--- config.mk ---
export PLATFORM = sky130hd
export DESIGN_NAME = round_referee
export DESIGN_NICKNAME = d
export VERILOG_FILES = /design/src/rtl/round_referee.sv
export SDC_FILE = /design/constraint.sdc
export NUM_CORES = 1
export LEC_CHECK = 0
export ABC_CLOCK_PERIOD_IN_PS = 4950
export CORE_MARGIN = 2
export CORE_UTILIZATION = 45
export CTS_CLUSTER_SIZE = 20
export DETAILED_ROUTE_END_ITERATION = 12
export GPL_TIMING_DRIVEN = 0
export HOLD_SLACK_MARGIN = 0.05
export SYNTH_ARGS = -nofsm -noshare
export SYNTH_HDL_FRONTEND = slang
export SYNTH_SLANG_ARGS = --single-unit
--- constraint.sdc ---
create_clock -name clk -period 4.95 [get_ports clk]
set_input_delay 0.99 -clock clk [delete_from_list [all_inputs] [get_ports clk]]
set_output_delay 0.99 -clock clk [all_outputs]
set_load 0.03 [all_outputs]
--- src/rtl/round_referee.sv ---
// Round referee: start countdown, per-player lives and stun windows, and a
// single-cycle round-end event (AWin/BWin/draw) for the score counters.
module round_referee #(
  parameter int unsigned LIVES        = 3,
  parameter int unsigned START_CYCLES = 25_000_000,
  parameter int unsigned STUN_CYCLES  = 12_500_000
) (
  input  logic       clk,
  input  logic       rst,
  input  logic       hitA,
  input  logic       hitB,
  output logic       ACanMove,
  output logic       BCanMove,
  output logic       AWin,
  output logic       BWin,
  output logic       draw,
  output logic [2:0] livesA,
  output logic [2:0] livesB
);

  localparam int unsigned MAX_CYC = (START_CYCLES > STUN_CYCLES) ? START_CYCLES : STUN_CYCLES;
  localparam int unsigned CW      = $clog2(MAX_CYC);
  localparam int unsigned LW      = 3;

  localparam logic [CW-1:0] START_LOAD = CW'(START_CYCLES - 1);
  localparam logic [CW-1:0] STUN_LOAD  = CW'(STUN_CYCLES - 1);
  localparam logic [LW-1:0] LIVES_INIT = LW'(LIVES);

  typedef enum logic [1:0] {
    READY = 2'd0,
    PLAY  = 2'd1,
    OVER  = 2'd2
  } state_e;

  state_e        state_q, state_d;
  logic [CW-1:0] cnt_q, cnt_d;
  logic [CW-1:0] stuna_q, stuna_d;
  logic [CW-1:0] stunb_q, stunb_d;
  logic [LW-1:0] livesa_q, livesa_d;
  logic [LW-1:0] livesb_q, livesb_d;
  logic          hita_q, hitb_q;
  logic          acan_q, acan_d;
  logic          bcan_q, bcan_d;
  logic          awin_q, awin_d;
  logic          bwin_q, bwin_d;
  logic          draw_q, draw_d;

  logic ev_a, ev_b;
  logic take_a, take_b;
  logic out_a, out_b;

  // Rising-edge hit events; a hit only counts when the player is not stunned.
  assign ev_a   = hitA & ~hita_q;
  assign ev_b   = hitB & ~hitb_q;
  assign take_a = ev_a & (stuna_q == '0);
  assign take_b = ev_b & (stunb_q == '0);
  assign out_a  = take_a & (livesa_q == LW'(1));
  assign out_b  = take_b & (livesb_q == LW'(1));

  always_comb begin
    state_d  = state_q;
    cnt_d    = cnt_q;
    stuna_d  = stuna_q;
    stunb_d  = stunb_q;
    livesa_d = livesa_q;
    livesb_d = livesb_q;
    awin_d   = 1'b0;
    bwin_d   = 1'b0;
    draw_d   = 1'b0;

    case (state_q)
      READY: begin
        if (cnt_q == '0) state_d = PLAY;
        else             cnt_d   = cnt_q - CW'(1);
      end
      PLAY: begin
        if (stuna_q != '0) stuna_d = stuna_q - CW'(1);
        if (stunb_q != '0) stunb_d = stunb_q - CW'(1);
        if (take_a) begin
          livesa_d = livesa_q - LW'(1);
          stuna_d  = STUN_LOAD;
        end
        if (take_b) begin
          livesb_d = livesb_q - LW'(1);
          stunb_d  = STUN_LOAD;
        end
        if (out_a || out_b) begin
          state_d = OVER;
          draw_d  = out_a & out_b;
          bwin_d  = out_a & ~out_b;
          awin_d  = out_b & ~out_a;
        end
      end
      OVER: begin
        state_d  = READY;
        cnt_d    = START_LOAD;
        stuna_d  = '0;
        stunb_d  = '0;
        livesa_d = LIVES_INIT;
        livesb_d = LIVES_INIT;
      end
      default: state_d = READY;
    endcase

    // Enable stays low through the cycle in which the stun counter reaches zero,
    // giving a stun window of exactly STUN_CYCLES cycles.
    acan_d = (state_d == PLAY) && (stuna_q == '0) && (stuna_d == '0);
    bcan_d = (state_d == PLAY) && (stunb_q == '0) && (stunb_d == '0);
  end

  always_ff @(posedge clk) begin
    if (rst) begin
      state_q  <= READY;
      cnt_q    <= START_LOAD;
      stuna_q  <= '0;
      stunb_q  <= '0;
      livesa_q <= LIVES_INIT;
      livesb_q <= LIVES_INIT;
      hita_q   <= 1'b0;
      hitb_q   <= 1'b0;
      acan_q   <= 1'b0;
      bcan_q   <= 1'b0;
      awin_q   <= 1'b0;
      bwin_q   <= 1'b0;
      draw_q   <= 1'b0;
    end else begin
      state_q  <= state_d;
      cnt_q    <= cnt_d;
      stuna_q  <= stuna_d;
      stunb_q  <= stunb_d;
      livesa_q <= livesa_d;
      livesb_q <= livesb_d;
      hita_q   <= hitA;
      hitb_q   <= hitB;
      acan_q   <= acan_d;
      bcan_q   <= bcan_d;
      awin_q   <= awin_d;
      bwin_q   <= bwin_d;
      draw_q   <= draw_d;
    end
  end

  assign ACanMove = acan_q;
  assign BCanMove = bcan_q;
  assign AWin     = awin_q;
  assign BWin     = bwin_q;
  assign draw     = draw_q;
  assign livesA   = livesa_q;
  assign livesB   = livesb_q;

endmodule
==> out/metrics.yaml <==
sta:
  max-slew-margin-rel_pct: 24.26
  finalCritPeriodShare_pct: 64.43
  hold_violations: 0
  layout_min_cycle_time_ns: 3.190
  drv_slew: 0
  worstMarginPinSlew_ns: 1.126
  layout_setup_ws_ns: 1.761
  rsz0062_at_grt: "false"
  clock.fmax_mhz: 313.5
  finalSetupTns_ns: 0
  fin_worst_skew_ns: 0.006418
  setup_viol: 0
die:
  die_h_um: 107.3
  start_util_pct: 46.34
  row_count: 37
  fp.dieW_um: 107.3
  ios: 15
  die-area_mm2: 0.01152
  core-area_mm2: 0.01037
clocking:
  cts_setup_buffers: 0
  numCtsBuffers: 9
  ctsHoldBuffers: 0
  htree_levels: 3
  post_cts_resized: 0
  cts_root_buf: "clkbuf_8"
  cts_sinks: 90
  cts_tree: "done"
  clkLatencyLatePin_ns: 0.38
  cts.path.max_buffers: 2
  cts.reportedPaths.clkPinSlew_ns: 0.09
power:
  p_comb_share_pct: 4.0
  intPower_mw: 1.028
  p_per_area_mw_per_mm2: 254.7
  power_leakage_nw: 1.841
  p_clk_share_pct: 42.3
  p_seq_share_pct: 53.7
  ir_drop_v: 0.0001404
  power_switching_share_pct: 24.21
  p_switching_mw: 0.3283
setup_path:
  required_ns: 5.23
  cp.arrival_ns: 3.47
  start_kind: "register"
  worst-path-max-fanout: 9
  end_kind: "register"
  crit_type: "reg2reg"
  crit_path_start: "stuna_q[0]$_SDFF_PP0_"
  worst-r2r-setup-slack_ns: 1.76
  ff2ff_path_depth: 9
  reg2reg_from: "stuna_q[0]$_SDFF_PP0_"
placed_design:
  placedCellCount: 737
  place_ws_ns: 1.547
  placed_area_mm2: 0.005106
  gp_congestion: 0.9057
  hpwl_um: 9615
  portBuffers: 13
global_routing:
  grt_remaining_overflow: 0
  grt_max_degree: 16
  grt_pass1_vias: 4236
  grt_pass1_wl_um: 22090
  antenna_found_initial: 0
  grt_use_total_pct: 24.70
hold_path:
  whs_path_depth: 2
  hold_start: "cnt_q[24]$_SDFFE_PP1P_"
  hold_class: "reg2reg"
logic_synthesis:
  synth_top_cell_area_share_pct: 37.49
  yosys.area.top_type: "dfxtp_1"
  synth.distinct_cells: 64
  avgSynthCellArea_um2: 8.173
  yosysSeqAreaShare_pct: 37.49
  syn-num-nets: 603
  synth_edf_count: 0
  ys_ff_latch: 90
  netlist_area_mm2: 0.004806
  ys_top_cells_by_area: "dfxtp_1 37%, a21oi_1 4.4%, nor2_1 4.1%"
  ys.flop_type: "dfxtp_1"
  async_reset_ff_share_pct: 0
  synth_cells: 588
  ys_warn_count: 0
final_layout:
  layout-drive-gt1-share_pct: 7.618
  diodes: 0
  fin_nets: 627
  instances_no_fill: 753
  areaGrowthSynthToFinish_pct: 10.80
  layout_commonest_cell: "dfxtp_1"
  regArea_mm2: 0.001802
  multi_input_area_mm2: 0.002781
  num-fill-cells: 1017
  final_cell_mix: "90 x dfxtp_1, 53 x nor2_1, 49 x nand2_1, 42 x a21oi_1, 32 x o21ai_0"
  fin_area_mm2: 0.005325
drt:
  num_vias: 4638
  drt_iter0_markers: 376
  postRouteAntennaNets: 0
  wire_per_inst_um: 18.17
  viasPerCell: 6.159
  drcViolationCount: 0
  totalWireLength_um: 13680
  first_pass_iters: 5
status:
  status: "complete, no violations"
job:
  maxCapViolations: 0
-- area by class of cell --
type | instances | share of cell area [%]
well taps | 136 | 3.195
multi-input cells | 445 | 52.23
flip-flops and latches | 90 | 33.83
plain buffers | 30 | 2.561
inverters | 23 | 1.621
clock inverters | 6 | 1.715
clock buffers | 10 | 2.397
repair buffers | 13 | 2.444
-- per-stage QoR --
stage	util, %	hold slack, ns	power, mW
after floorplan	-	0.4341	0.7796
after global placement	49.24	0.4465	0.7982
after detailed placement	49.24	0.4580	0.7989
after CTS	51.35	0.4719	1.359
after global routing	51.35	0.4980	1.399
final	51.35	0.4701	1.356
-- worst max-delay path: stages (launching register included) --
cell,delay [ns]
dfxtp_1,0.33
inv_1,0.09
ha_1,0.23
nor4b_1,0.66
nand4b_1,0.46
or4_1,0.52
clkbuf_1,0.24
nor2_1,0.19
a21oi_1,0.08
a211o_1,0.28
-- logic make-up (layout without fill, tap and decap cells) --
logic type      count (synthesis)  in the layout  synth area share, %
mux                             2              2               0.4166
compound gates                166            166                22.96
fa+ha+maj                      11             11                2.864
xor+xnor                       19             19                3.463
simple gates                  247            247                28.17
flops                          90             90                37.49
buf+inv                        53             82                4.634
-- cells in the mapped netlist (3+ instances only) --
cell type	instances
nand2b_1	4
o211ai_1	6
o21ai_0	33
xnor2_1	17
nand2_1	49
buf_2	4
o41ai_1	4
o22ai_1	3
o31ai_1	10
nor2_1	53
dfxtp_1	90
or3_1	12
a211oi_1	11
nand4b_1	4
nand3_1	10
or4_1	10
nor2b_1	5
or2_2	8
nand3b_1	4
nor3b_1	6
a311oi_1	12
a41o_1	3
nor4b_1	5
and4_1	3
nor3_1	29
clkbuf_1	22
o311ai_0	3
a21o_1	7
nand4_1	7
nor4_1	22
ha_1	11
and3_1	3
a21oi_1	42
inv_1	22
a31oi_1	13
-- registers in the layout, summed over array words and instances (netlist names) --
register and count:
state_q 2, hitb_q 1, stunb_q 25, livesA 3, BCanMove 1, AWin 1
BWin 1, cnt_q 25, ACanMove 1, livesB 3, hita_q 1, stuna_q 25
draw 1
-- metal layers --
layer / wire length [um] / global-route usage, %
met4: 323 / 9.249
met3: 987 / 5.751
met5: 0 / 0
met2: 6098 / 37.93
met1: 6271 / 33.79
-- final timing paths --
check,to
hold / removal,cnt_q[24]$_SDFFE_PP1P_
setup reg to reg,livesA[0]$_SDFFE_PP1P_
setup / recovery,livesA[0]$_SDFFE_PP1P_
hold reg to reg,cnt_q[24]$_SDFFE_PP1P_
-- power groups by stage --
stage | sequential (mW) | combinational, mW | clock [mW]
2_1_floorplan | 0.745 | 0.0346 | 0
3_3_place_gp | 0.745 | 0.0529 | 0
3_5_place_dp | 0.746 | 0.0534 | 0
4_1_cts | 0.729 | 0.0534 | 0.577
5_1_grt | 0.729 | 0.0596 | 0.611
6_report | 0.729 | 0.0543 | 0.573
Power figures use the tool's default switching activity.
